[src/rtl/costas_pkg.sv]
// Shared definitions for the Costas-loop carrier-recovery controller.
//   DATA_W_DEF / FREQ_W_DEF : default sample and NCO word widths
//   F_CENTER_DEF            : nominal carrier frequency word
//   INT_SAT_DEF             : default integrator clamp magnitude
//   sat_s()                 : signed symmetric saturation to [-lim, +lim]
// No ports (package).
package costas_pkg;

  localparam int          DATA_W_DEF   = 32;
  localparam int          FREQ_W_DEF   = 32;
  localparam logic [31:0] F_CENTER_DEF = 32'h0CCC_CCCD;
  localparam logic [31:0] INT_SAT_DEF  = 32'h0100_0000;

  // Working width of sat_s(); callers sign-extend into it and truncate back.
  localparam int SAT_W = 64;

  // Clamp x to the symmetric range [-lim, +lim]; lim is taken as non-negative.
  function automatic logic signed [SAT_W-1:0] sat_s(
    input logic signed [SAT_W-1:0] x,
    input logic signed [SAT_W-1:0] lim
  );
    logic signed [SAT_W-1:0] r;
    if (x > lim) begin
      r = lim;
    end else if (x < -lim) begin
      r = -lim;
    end else begin
      r = x;
    end
    return r;
  endfunction

endpackage

[src/rtl/costas_lock_det.sv]
// Carrier lock detector: counts consecutive samples whose phase error is
// inside +/-LOCK_ERR and flags lock once LOCK_CNT of them are seen in a row.
// Ports:
//   clk, reset   : clock, synchronous active-high reset
//   err_valid    : err carries a valid sample this cycle
//   err          : signed phase error of that sample
//   locked       : registered lock flag (counter == LOCK_CNT)
module costas_lock_det #(
  parameter int          DATA_W   = 32,
  parameter logic [31:0] LOCK_ERR = 32'd4096,
  parameter logic [15:0] LOCK_CNT = 16'd1024
) (
  input  logic              clk,
  input  logic              reset,
  input  logic              err_valid,
  input  logic [DATA_W-1:0] err,
  output logic              locked
);

  logic [DATA_W-1:0] err_abs_s;
  logic              in_thr_s;
  logic [15:0]       cnt_r;
  logic              locked_r;

  // Magnitude of the error and threshold compare. The most negative value
  // negates to itself, which is far above any sensible threshold anyway.
  always_comb begin
    err_abs_s = err;
    if (err[DATA_W-1]) begin
      err_abs_s = -err;
    end else begin
      err_abs_s = err;
    end
    in_thr_s = (err_abs_s < DATA_W'(LOCK_ERR));
  end

  // Consecutive in-threshold counter, saturating at LOCK_CNT.
  always_ff @(posedge clk) begin
    if (reset) begin
      cnt_r <= 16'd0;
    end else if (err_valid) begin
      if (!in_thr_s) begin
        cnt_r <= 16'd0;
      end else if (cnt_r == LOCK_CNT) begin
        cnt_r <= cnt_r;
      end else begin
        cnt_r <= cnt_r + 16'd1;
      end
    end else begin
      cnt_r <= cnt_r;
    end
  end

  // Lock flag registered one stage after the counter, in step with the NCO word.
  always_ff @(posedge clk) begin
    if (reset) begin
      locked_r <= 1'b0;
    end else begin
      locked_r <= (cnt_r == LOCK_CNT);
    end
  end

  assign locked = locked_r;

endmodule

[src/rtl/costas_loop_ctrl.sv]
// Costas-loop phase-error detector and PI loop filter for the BPSK demodulator.
// Three registered stages: error detect -> PI filter -> NCO word adder.
// Optional lock detector built when COSTAS_LOCK_DETECT_EN is defined;
// otherwise locked is tied low.
// Ports:
//   clk, reset : clock, synchronous active-high reset
//   i_in, q_in : signed low-pass-filtered I / Q arm samples
//   in_valid   : i_in/q_in valid this cycle (no backpressure)
//   freq_word  : NCO frequency control word
//   out_valid  : freq_word updated this cycle
//   err_out    : registered phase error (monitor)
//   locked     : carrier lock indication
module costas_loop_ctrl
  import costas_pkg::*;
#(
  parameter int                DATA_W   = DATA_W_DEF,
  parameter int                FREQ_W   = FREQ_W_DEF,
  parameter int                KP_SHIFT = 6,
  parameter int                KI_SHIFT = 12,
  parameter logic [31:0]       INT_SAT  = INT_SAT_DEF,
  parameter logic [FREQ_W-1:0] F_CENTER = FREQ_W'(F_CENTER_DEF),
  parameter logic [31:0]       LOCK_ERR = 32'd4096,
  parameter logic [15:0]       LOCK_CNT = 16'd1024
) (
  input  logic              clk,
  input  logic              reset,
  input  logic [DATA_W-1:0] i_in,
  input  logic [DATA_W-1:0] q_in,
  input  logic              in_valid,
  output logic [FREQ_W-1:0] freq_word,
  output logic              out_valid,
  output logic [DATA_W-1:0] err_out,
  output logic              locked
);

  localparam logic [DATA_W-1:0] MIN_S = {1'b1, {(DATA_W-1){1'b0}}};
  localparam logic [DATA_W-1:0] MAX_S = {1'b0, {(DATA_W-1){1'b1}}};

  // Stage 1
  logic signed [DATA_W-1:0] err_s;
  logic signed [DATA_W-1:0] err_r;
  logic                     v1_r;
  // Stage 2
  logic signed [DATA_W:0]   err_x_s;
  logic signed [DATA_W:0]   sum_s;
  logic signed [DATA_W:0]   integ_next_s;
  logic signed [DATA_W-1:0] prop_s;
  logic signed [DATA_W-1:0] prop_r;
  logic signed [DATA_W:0]   integ_r;
  logic                     v2_r;
  // Stage 3
  logic [FREQ_W-1:0]        freq_s;
  logic [FREQ_W-1:0]        freq_r;
  logic                     out_valid_r;

  // Error detector: sign of I selects Q or -Q; -(-2^(N-1)) saturates to max.
  always_comb begin
    err_s = q_in;
    if (!i_in[DATA_W-1]) begin
      err_s = q_in;
    end else if (q_in == MIN_S) begin
      err_s = MAX_S;
    end else begin
      err_s = -q_in;
    end
  end

  // Stage 1 register: phase error and its valid bit.
  always_ff @(posedge clk) begin
    if (reset) begin
      v1_r  <= 1'b0;
      err_r <= '0;
    end else begin
      v1_r <= in_valid;
      if (in_valid) begin
        err_r <= err_s;
      end else begin
        err_r <= err_r;
      end
    end
  end

  // PI filter terms; the integrator runs one bit wider so the sum cannot wrap before the clamp.
  always_comb begin
    prop_s       = err_r >>> KP_SHIFT;
    err_x_s      = {err_r[DATA_W-1], err_r};
    sum_s        = integ_r + (err_x_s >>> KI_SHIFT);
    integ_next_s = (DATA_W+1)'(sat_s(SAT_W'(sum_s), $signed(SAT_W'(INT_SAT))));
  end

  // Stage 2 register: proportional term and integrator state.
  always_ff @(posedge clk) begin
    if (reset) begin
      v2_r    <= 1'b0;
      prop_r  <= '0;
      integ_r <= '0;
    end else begin
      v2_r <= v1_r;
      if (v1_r) begin
        prop_r  <= prop_s;
        integ_r <= integ_next_s;
      end else begin
        prop_r  <= prop_r;
        integ_r <= integ_r;
      end
    end
  end

  // NCO word: wraps modulo 2^FREQ_W like a phase increment.
  always_comb begin
    freq_s = F_CENTER + FREQ_W'(prop_r) + FREQ_W'(integ_r);
  end

  // Stage 3 register: NCO word holds between valid samples.
  always_ff @(posedge clk) begin
    if (reset) begin
      out_valid_r <= 1'b0;
      freq_r      <= F_CENTER;
    end else begin
      out_valid_r <= v2_r;
      if (v2_r) begin
        freq_r <= freq_s;
      end else begin
        freq_r <= freq_r;
      end
    end
  end

  assign freq_word = freq_r;
  assign out_valid = out_valid_r;
  assign err_out   = err_r;

`ifdef COSTAS_LOCK_DETECT_EN
  costas_lock_det #(
    .DATA_W   (DATA_W),
    .LOCK_ERR (LOCK_ERR),
    .LOCK_CNT (LOCK_CNT)
  ) u_lock_det (
    .clk       (clk),
    .reset     (reset),
    .err_valid (v1_r),
    .err       (err_r),
    .locked    (locked)
  );
`else
  assign locked = 1'b0;
`endif

endmodule

[config.mk]
export PLATFORM = sky130hd
export DESIGN_NAME = costas_loop_ctrl
export DESIGN_NICKNAME = d
export VERILOG_FILES = /design/src/rtl/costas_pkg.sv /design/src/rtl/costas_lock_det.sv /design/src/rtl/costas_loop_ctrl.sv
export SDC_FILE = /design/constraint.sdc
export NUM_CORES = 1
export LEC_CHECK = 0
export CAP_MARGIN = 40
export CORE_MARGIN = 4
export CORE_UTILIZATION = 35
export DETAILED_ROUTE_END_ITERATION = 7
export DONT_BUFFER_PORTS = 1
export GPL_TIMING_DRIVEN = 0
export REMOVE_ABC_BUFFERS = 1
export SYNTH_ARGS = -nofsm -noshare
export SYNTH_HDL_FRONTEND = slang
export SYNTH_HIERARCHICAL = 1
export SYNTH_SLANG_ARGS = --single-unit
[constraint.sdc]
create_clock -name clk -period 8.55 [get_ports clk]
set_clock_uncertainty 0.05 [all_clocks]
set_input_delay 2.1375 -clock clk [delete_from_list [all_inputs] [get_ports clk]]
set_output_delay 2.1375 -clock clk [all_outputs]
set_load 0.05 [all_outputs]
## Word level (Yosys, flattened, before mapping)

Index checks and enable logic that the tools add are counted.

| word-level totals | value |
|---|---|
| bits in registers | 126 |
| input bits | 67 |
| output and inout port bits | 66 |
| word-level logic and storage cells | 18 |

| cells by class | value |
|---|---|
| $add $sub $neg | 4 |
| order comparisons | 2 |
| equality and inequality tests | 1 |
| muxes and demuxes | 4 |

Operators by type and width:

| cell | count |
|---|---|
| 33-bit two-way mux | 2 |
| 32-bit two-way mux | 2 |
| 33-bit by 20-bit adder with 33-bit output | 1 |
| 33-bit by 26-bit > comparator with 1-bit output, second input constant | 1 |
| 33-bit by 25-bit < comparator with 1-bit output, second input constant | 1 |
| 32-bit adder | 1 |
| 32-bit == test, second input constant | 1 |
| 32-bit negation | 1 |
| 29-bit by 26-bit adder with 30-bit output, first input constant | 1 |

## Depth between registers and ports, before layout

Gate-level depths: netlist (run 1).

| logic depth | value |
|---|---|
| depth after elaboration | 4 |
| mapped depth | 17 |
| gate-level depth less buffers | 17 |

## Worst setup path after synthesis (run 1)

Ideal clock, no wire load.

| timing | value |
|---|---|
| kind | input-to-reg |
| start point | input port q_in[6] |
| end point | register err_r[10] (netlist: err_out[10]) |
| library setup time | 0.081 ns |
| arrival time | 4.399 ns |
| required time | 8.419 ns |
| setup slack | 4.020 ns |
| cell stages on the path | 8 |
| path buffers | 1 |
| cell sequence | or4_4 -> nor4_2 -> and2b_1 -> nand4_1 -> or3_4 -> o41a_1 -> buf_6 -> a211oi_2 |

| between the ends | value |
|---|---|
| cells in the longest elaborated chain, start to end | 3 |
| elaborated cells on any way between the ends | 4 |
| those cells by class | 1 x add/sub; 1 x eq/ne; 2 x mux |

RTL lines:

| item | line | source |
|---|---|---|
| from (decl) | costas_loop_ctrl.sv:28 | `input logic [DATA_W-1:0] q_in,` |
| 32-bit negation / 32-bit == test (equally long branches) | costas_loop_ctrl.sv:64, costas_loop_ctrl.sv:61 |  |
| 32-bit two-way mux * | costas_loop_ctrl.sv:61 | `end else if (q_in == MIN_S) begin` |
| 32-bit two-way mux * | costas_loop_ctrl.sv:59 | `if (!i_in[DATA_W-1]) begin` |
| to (signal assigned) | costas_loop_ctrl.sv:76 | `err_r <= err_s;` |
| to (signal assigned) | costas_loop_ctrl.sv:78 | `err_r <= err_r;` |
| to (decl) | costas_loop_ctrl.sv:41 | `logic signed [DATA_W-1:0] err_r;` |

Mark *: on every way between the ends. The rest lies on a longest branch, timed or not.
A chain may end at the register's enable or synchronous reset.

## Final worst setup path (run 1)

| timing | value |
|---|---|
| start point | register prop_r[0] |
| end point | register freq_r[27] (netlist: freq_word[27]) |

| between the ends | value |
|---|---|
| cells in the longest elaborated chain, start to end | 2 |

RTL lines:

| item | line | source |
|---|---|---|
| from (decl) | costas_loop_ctrl.sv:48 | `logic signed [DATA_W-1:0] prop_r;` |
| from (signal assigned) | costas_loop_ctrl.sv:100 | `prop_r <= prop_s;` |
| from (signal assigned) | costas_loop_ctrl.sv:103 | `prop_r <= prop_r;` |
| 29-bit by 26-bit adder with 30-bit output | costas_loop_ctrl.sv:111 | `freq_s = F_CENTER + FREQ_W'(prop_r) + FREQ_W'(integ_r);` |
| 32-bit adder | costas_loop_ctrl.sv:111 |  |
| to (signal assigned) | costas_loop_ctrl.sv:122 | `freq_r <= freq_s;` |
| to (signal assigned) | costas_loop_ctrl.sv:124 | `freq_r <= freq_r;` |
| to (decl) | costas_loop_ctrl.sv:53 | `logic [FREQ_W-1:0] freq_r;` |

Every way passes these cells.

==> results of run 1 <==
[flip-flops by register name, summed over array words and instances (netlist names)]
name,count
v2_r,1
err_out,32
prop_r,26
out_valid,1
v1_r,1
integ_r,33
freq_word,32
[cell usage in the layout, fill, tap and decap left out, types with 10 or more instances in the layout]
cell type / Yosys / routed
nor2_1: 151 / 149
dfxtp_1: 126 / 125
nand2_1: 88 / 88
a21oi_1: 64 / 64
ha_1: 62 / 62
xor2_1: 47 / 47
o21ai_0: 46 / 46
xnor2_1: 44 / 44
mux2i_1: 41 / 41
inv_1: 36 / 36
a21o_1: 30 / 30
a211oi_2: 30 / 30
nand4_1: 27 / 27
nor3_1: 25 / 25
o31ai_1: 18 / 18
nand3_1: 17 / 17
clkbuf_16: 0 / 17
o311ai_2: 14 / 14
and2_1: 13 / 13
o21bai_1: 12 / 12
a211o_1: 12 / 12
a211oi_1: 10 / 10
a31oi_1: 10 / 10
o211ai_1: 10 / 10
[routing by layer]
layer / vias up / share of wire [%]
li1: 4225 / -
met1: 4014 / 48
met2: 193 / 44
met3: 36 / 5.4
met4: 0 / 2.0
met5: - / 0
[where the power goes]
part           internal, mW  switching (mW)  leakage (nW)
Combinational         0.105           0.156          2.81
Sequential            0.613          0.0960          1.03
Clock                 0.441           0.300         0.283
Total                  1.16           0.552          4.13
[final cells by class]
| class | instances | share of cell area (%) |
|---|---|---|
| Tap cell | 341 | 4.04 |
| Clock inverter | 14 | 1.49 |
| Multi-Input combinational cell | 931 | 63.1 |
| Sequential cell | 126 | 23.9 |
| Clock buffer | 18 | 4.16 |
| Inverter | 38 | 1.35 |
| Timing Repair Buffer | 12 | 1.97 |
[critical path, stage by stage (launching register included)]
cell and delay (ns):
dfxtp_1 0.35, ha_1 0.25, o311ai_0 0.63, a21oi_1 0.26, o311a_1 0.39, nor3_1 0.26
xnor2_1 0.16, ha_1 0.32, a2111oi_0 0.53, nor3b_1 0.14, nor4b_1 0.48, nor3_1 0.19
a211o_1 0.32, a2111oi_0 0.39, nor3b_1 0.10
[kinds of logic (layout without fill, tap and decap cells)]
kind of cell / after synthesis / count (layout) / synth area share [%]
xor gates and xnor gates: 92 / 92 / 8.48
and+or+nand+nor: 388 / 388 / 19.3
AOI/OAI and AO/OA: 343 / 343 / 28.5
other: 1 / 2 / 0.0391
DFF: 126 / 126 / 26.3
buffers and inverters: 97 / 82 / 4.42
adders and majority gates: 64 / 64 / 8.51
muxes: 42 / 42 / 4.40
[worst paths after layout]
check        cells after the start       endpoint         from  slack, ns
min reg2reg                      2    integ_r[32]  integ_r[32]       0.46
min                              2    integ_r[32]  integ_r[32]       0.46
max                             14  freq_word[27]    prop_r[0]       3.60
max reg2reg                     14  freq_word[27]    prop_r[0]       3.60
==> impl_metrics.prom, run 1 <==
# TYPE chip_impl_metric gauge
chip_impl_metric{name="first_global_vias",unit=""} 8156
chip_impl_info{name="clk_root_buffer_cell",value="clkbuf_16"} 1
chip_impl_metric{name="cts.sinks",unit=""} 126
chip_impl_info{name="commonest_cells_post_synth",value="151 x nor2_1, 126 x dfxtp_1, 88 x nand2_1"} 1
chip_impl_info{name="tritoncts",value="built"} 1
chip_impl_metric{name="cts-root-to-sink-buffers",unit=""} 2
chip_impl_info{name="crit_path_start_kind",value="flop"} 1
chip_impl_metric{name="vias",unit=""} 8468
chip_impl_metric{name="design.portCount",unit=""} 133
chip_impl_metric{name="die_width",unit="um"} 173
chip_impl_metric{name="synth-seq-area-share",unit="%"} 26.3
chip_impl_info{name="grt_setup_unrepaired",value="false"} 1
chip_impl_metric{name="storage_element_area",unit="um2"} 2520
chip_impl_metric{name="holdWs",unit="ns"} 0.459
chip_impl_metric{name="first_pass_iters",unit=""} 7
chip_impl_metric{name="grt_max_degree",unit=""} 92
chip_impl_metric{name="finalCritPeriodShare",unit="%"} 57.9
chip_impl_metric{name="routed_wire_length_per_instance",unit="um"} 17.9
chip_impl_metric{name="worst-slew-pin-transition",unit="ns"} 0.768
chip_impl_metric{name="standard_cell_core_area",unit="um2"} 27000
chip_impl_metric{name="multi_input_comb_area",unit="um2"} 6670
chip_impl_metric{name="crit_required",unit="ns"} 8.80
chip_impl_metric{name="clkTransAtPathRegs",unit="ns"} 0.06
chip_impl_metric{name="num-nets-final",unit=""} 1257
chip_impl_metric{name="synth_async_sr_flop_share",unit="%"} 0
chip_impl_metric{name="initial_antenna_violation_count",unit=""} 0
chip_impl_metric{name="layout.cell_area.non_filler",unit="um2"} 10600
chip_impl_metric{name="gp_routability_congestion",unit=""} 0.914
chip_impl_metric{name="dp.cells",unit=""} 1448
chip_impl_metric{name="worst_case_setup_slack_after_placement",unit="ns"} 3.40
chip_impl_metric{name="cts-htree-levels",unit=""} 4
chip_impl_metric{name="hold_viol",unit=""} 0
chip_impl_metric{name="power.density",unit="nW/um2"} 162
chip_impl_info{name="end_kind",value="flop"} 1
chip_impl_metric{name="postCtsHoldBufs",unit=""} 0
chip_impl_metric{name="netlist.area_leader.share",unit="%"} 26.3
chip_impl_metric{name="floorplan.rows",unit=""} 60
chip_impl_metric{name="detailed_route_drc_error_count",unit=""} 0
chip_impl_metric{name="final_core_util",unit="%"} 39.2
chip_impl_info{name="run_status",value="finished, final reports clean"} 1
chip_impl_metric{name="gr-total-overflow",unit=""} 0
chip_impl_metric{name="avgSynthCellArea",unit="um2"} 8.31
chip_impl_metric{name="arrival",unit="ns"} 5.20
chip_impl_metric{name="postSynthRegisterBits",unit=""} 126
chip_impl_info{name="ys.flop_type",value="dfxtp_1"} 1
chip_impl_metric{name="drive_gt1_share",unit="%"} 10.2
chip_impl_info{name="synth.top_cells.by_area",value="dfxtp_1 26%, ha_1 8.1%, nor2_1 5.9%"} 1
chip_impl_metric{name="cts.repair.resized",unit=""} 0
chip_impl_metric{name="drv.max_cap_violation_count",unit=""} 0
chip_impl_metric{name="layout-area-overhead-vs-synth",unit="%"} 10.2
chip_impl_metric{name="grt_util_met2",unit="%"} 27.4
chip_impl_metric{name="number_of_drc_markers_after_the_initial_detailed_route_iteration",unit=""} 673
chip_impl_metric{name="detail_routed_via_count_per_cell",unit=""} 5.72
chip_impl_metric{name="totalPowerFinal",unit="mW"} 1.71
chip_impl_metric{name="io_buffers",unit=""} 0
chip_impl_metric{name="postCtsSetupRepairBufs",unit=""} 0
chip_impl_info{name="criticalPathCategory",value="flop to flop"} 1
chip_impl_metric{name="die_area",unit="um2"} 30100
chip_impl_metric{name="instances_no_fill",unit=""} 1480
chip_impl_info{name="post-synth-top-count-cell",value="nor2_1"} 1
chip_impl_metric{name="globalRouteMet1Util",unit="%"} 23.6
chip_impl_info{name="cell_type_with_the_largest_total_area_after_synthesis",value="dfxtp_1"} 1
chip_impl_metric{name="report.final.setup_viol",unit=""} 0
chip_impl_metric{name="p_leak",unit="nW"} 4.13
chip_impl_metric{name="fin_crit",unit="ns"} 4.95
chip_impl_metric{name="grt_usage",unit="%"} 17.3
chip_impl_metric{name="worstPathMaxFanout",unit=""} 7
chip_impl_metric{name="antenna_cells_inserted",unit=""} 0
chip_impl_metric{name="timing_max_transition_violations_final",unit=""} 0
chip_impl_metric{name="use_met3",unit="%"} 3.99
chip_impl_metric{name="maximum_frequency_from_static_timing_analysis",unit="MHz"} 202
chip_impl_metric{name="antenna_left",unit=""} 0
chip_impl_metric{name="yosysWarningCount",unit=""} 6
chip_impl_metric{name="grt_pass1_wl",unit="um"} 43300
chip_impl_metric{name="max_slew_margin",unit="%"} 48.2
chip_impl_metric{name="synth_cell_types",unit=""} 93
chip_impl_metric{name="cts_buffers",unit=""} 17
chip_impl_info{name="global_route_hottest_layer",value="met2"} 1
chip_impl_info{name="holdCritPathClass",value="flop to flop"} 1
chip_impl_metric{name="tns",unit="ns"} 0
chip_impl_metric{name="netlist_instances",unit=""} 1153
chip_impl_metric{name="largest_vdd_supply_drop",unit="mV"} 0.115
chip_impl_metric{name="wirelength",unit="um"} 26500
chip_impl_metric{name="syn_area",unit="um2"} 9590
chip_impl_metric{name="start_util",unit="%"} 35.6
chip_impl_metric{name="dpl-instance-area",unit="um2"} 9970
chip_impl_metric{name="final.setup.worst_slack",unit="ns"} 3.60
chip_impl_metric{name="n_fill_cell",unit=""} 2684
chip_impl_metric{name="die_height",unit="um"} 173
chip_impl_metric{name="dp_hpwl",unit="um"} 20300
chip_impl_metric{name="number_of_enable_flip_flop_cells_after_synthesis",unit=""} 0
chip_impl_metric{name="worstSkewPairLatency",unit="ns"} 0.43
No activity file was read; power rests on OpenSTA's default activity.
==> inputs of run 2 (changes only) <==
- clock period: 8.55 -> 4.87 ns (I/O delays scaled with it)
==> run 2 against run 1 <==
Compared with the run above: routed wire length up 0.52%; critical path type unchanged; maximum frequency rose by 9.3%; worst hold slack about the same.
==> impl_metrics.prom, run 2 (synthesized netlist as in run 1, its figures left out) <==
# TYPE chip_impl_metric gauge
chip_impl_metric{name="reg2reg_depth",unit=""} 13
chip_impl_metric{name="grt_usage",unit="%"} 17.3
chip_impl_info{name="run_status",value="finished, final reports clean"} 1
chip_impl_metric{name="number_of_drc_markers_after_the_initial_detailed_route_iteration",unit=""} 560
chip_impl_metric{name="cts.sinks",unit=""} 126
chip_impl_metric{name="arrival",unit="ns"} 4.80
chip_impl_metric{name="dp_hpwl",unit="um"} 20300
chip_impl_metric{name="drive_gt1_share",unit="%"} 10.7
chip_impl_metric{name="dr_wl_met2",unit="um"} 11800
chip_impl_info{name="crit_path_start_kind",value="flop"} 1
chip_impl_metric{name="gp_routability_congestion",unit=""} 0.914
chip_impl_metric{name="initial_antenna_violation_count",unit=""} 0
chip_impl_metric{name="grt_max_degree",unit=""} 92
chip_impl_metric{name="largest_register_ffs",unit=""} 33
chip_impl_metric{name="final.setup.worst_slack",unit="ns"} 0.342
chip_impl_metric{name="rrSetupSlack",unit="ns"} 0.34
chip_impl_info{name="r2r_start",value="err_out[12]"} 1
chip_impl_metric{name="start_util",unit="%"} 35.6
chip_impl_metric{name="die_area",unit="um2"} 30100
chip_impl_info{name="grt_setup_unrepaired",value="false"} 1
chip_impl_metric{name="die_height",unit="um"} 173
chip_impl_metric{name="tns",unit="ns"} 0
chip_impl_metric{name="holdPathStages",unit=""} 2
chip_impl_metric{name="floorplan.rows",unit=""} 60
chip_impl_metric{name="worst_case_setup_slack_after_placement",unit="ns"} -0.0959
chip_impl_metric{name="hold_viol",unit=""} 0
chip_impl_metric{name="worst-slew-pin-transition",unit="ns"} 0.807
chip_impl_metric{name="gr-total-overflow",unit=""} 0
chip_impl_metric{name="first_global_vias",unit=""} 8156
chip_impl_info{name="first_element_of_the_critical_path",value="err_out[12]"} 1
chip_impl_metric{name="worstPathMaxFanout",unit=""} 14
chip_impl_metric{name="detailed_route_drc_error_count",unit=""} 0
chip_impl_metric{name="report.final.setup_viol",unit=""} 0
chip_impl_metric{name="worstSkewPairLatency",unit="ns"} 0.43
chip_impl_metric{name="cts-root-to-sink-buffers",unit=""} 2
chip_impl_info{name="tritoncts",value="built"} 1
chip_impl_info{name="crit_end",value="integ_r[7]"} 1
chip_impl_info{name="most-common-layout-cells",value="149 x nor2_1, 123 x dfxtp_1, 88 x nand2_1, 64 x a21oi_1, 62 x ha_1"} 1
chip_impl_metric{name="detailroute.wirelength.met3",unit="um"} 1460
chip_impl_metric{name="wirelength",unit="um"} 26700
chip_impl_info{name="rr_endpoint",value="integ_r[7]"} 1
chip_impl_info{name="criticalPathCategory",value="flop to flop"} 1
chip_impl_metric{name="clkTransAtPathRegs",unit="ns"} 0.06
chip_impl_metric{name="detail_routed_via_count_per_cell",unit=""} 5.73
chip_impl_info{name="holdCritPathClass",value="flop to flop"} 1
chip_impl_metric{name="grt_pass1_wl",unit="um"} 43300
chip_impl_info{name="layout.cells.most_common",value="nor2_1"} 1
chip_impl_metric{name="p_leak",unit="nW"} 4.13
chip_impl_info{name="clk_root_buffer_cell",value="clkbuf_16"} 1
chip_impl_info{name="max_flop_register",value="integ_r"} 1
chip_impl_info{name="topRoutingLayerUsed",value="met4"} 1
chip_impl_metric{name="first_pass_iters",unit=""} 5
chip_impl_metric{name="postCtsSetupRepairBufs",unit=""} 0
chip_impl_metric{name="cts-htree-levels",unit=""} 4
chip_impl_metric{name="crit_required",unit="ns"} 5.14
chip_impl_metric{name="routed_wire_length_per_instance",unit="um"} 18.0
chip_impl_metric{name="max_slew_margin",unit="%"} 45.5
chip_impl_metric{name="num-nets-final",unit=""} 1257
chip_impl_metric{name="finalCritPeriodShare",unit="%"} 93.0
chip_impl_metric{name="antenna_left",unit=""} 0
chip_impl_metric{name="maximum_frequency_from_static_timing_analysis",unit="MHz"} 221
chip_impl_metric{name="die_width",unit="um"} 173
chip_impl_metric{name="power.density",unit="nW/um2"} 283
chip_impl_metric{name="layout-area-overhead-vs-synth",unit="%"} 10.5
chip_impl_metric{name="vias",unit=""} 8487
chip_impl_metric{name="n_fill_cell",unit=""} 2681
chip_impl_metric{name="drv.max_cap_violation_count",unit=""} 0
chip_impl_metric{name="largest_vdd_supply_drop",unit="mV"} 0.203
chip_impl_metric{name="antenna_cells_inserted",unit=""} 0
chip_impl_metric{name="route.layer.met1.wl",unit="um"} 12800
chip_impl_metric{name="postCtsHoldBufs",unit=""} 0
chip_impl_metric{name="io_buffers",unit=""} 0
chip_impl_metric{name="standard_cell_core_area",unit="um2"} 27000
chip_impl_info{name="end_kind",value="flop"} 1
chip_impl_metric{name="fin_crit",unit="ns"} 4.53
chip_impl_metric{name="design.portCount",unit=""} 133
chip_impl_metric{name="timing_max_transition_violations_final",unit=""} 0
chip_impl_metric{name="cts_buffers",unit=""} 17
chip_impl_metric{name="holdWs",unit="ns"} 0.458
-- run 2: cell counts in the layout (fill, tap and decap cells not counted) --
Identical to the previous run, type by type.
-- run 2: worst max-delay path, stage by stage (launching register included) --
cell       delay (ns)
dfxtp_2          0.55
ha_1             0.26
inv_1            0.06
fa_1             0.39
and2b_1          0.25
o211ai_1         0.16
o2bb2ai_1        0.24
o31a_1           0.33
a31o_2           0.28
mux2i_1          0.49
nand4_1          0.14
or3_1            0.66
buf_8            0.29
o311ai_1         0.27
-- run 2: worst min path at each step --
stage | endpoint | startpoint | slack, ns
after floorplan | integ_r[25] | integ_r[25] | 0.41
after global placement | integ_r[32] | integ_r[32] | 0.45
after detailed placement | integ_r[26] | integ_r[26] | 0.46
after CTS | integ_r[32] | integ_r[32] | 0.46
after global routing | integ_r[26] | integ_r[26] | 0.50
final | integ_r[32] | integ_r[32] | 0.46
-- run 2: layer usage --
metal | vias up | track usage, %
li1 | 4221 | -
met1 | 4027 | 23.6
met2 | 205 | 27.4
met3 | 34 | 3.99
met4 | 0 | 5.19
met5 | - | 0
-- run 2: per-stage QoR --
stage / area (um2) / util [%] / cells / power, mW
after global placement: 9730 / 36.1 / 1436 / 1.69
after CTS: 10600 / 39.2 / 1480 / 3.03
after global routing: 10600 / 39.3 / 1480 / 3.13
after floorplan: 9310 / - / 1095 / 1.58
after detailed placement: 9970 / 37.0 / 1448 / 1.72
final: 10600 / 39.3 / 1480 / 3.00
-- run 2: power by group --
part | leakage (nW) | switching, mW | internal, mW
Sequential | 1.03 | 0.169 | 1.08
Combinational | 2.82 | 0.274 | 0.184
Clock | 0.283 | 0.524 | 0.774
-- run 2: final cells by class --
type	instances	area, um2	share of cell area (%)
Sequential cell	126	2530	23.8
Clock buffer	18	439	4.15
Multi-Input combinational cell	931	6690	63.2
Clock inverter	14	158	1.49
Tap cell	341	427	4.03
Inverter	38	143	1.35
Timing Repair Buffer	12	208	1.96
-- run 2: what timing repair did --
item / in CTS / in global routing
pin swaps: 0 / 0
gates resized for setup: 1 / 9
setup endpoints to repair: 2 / 20
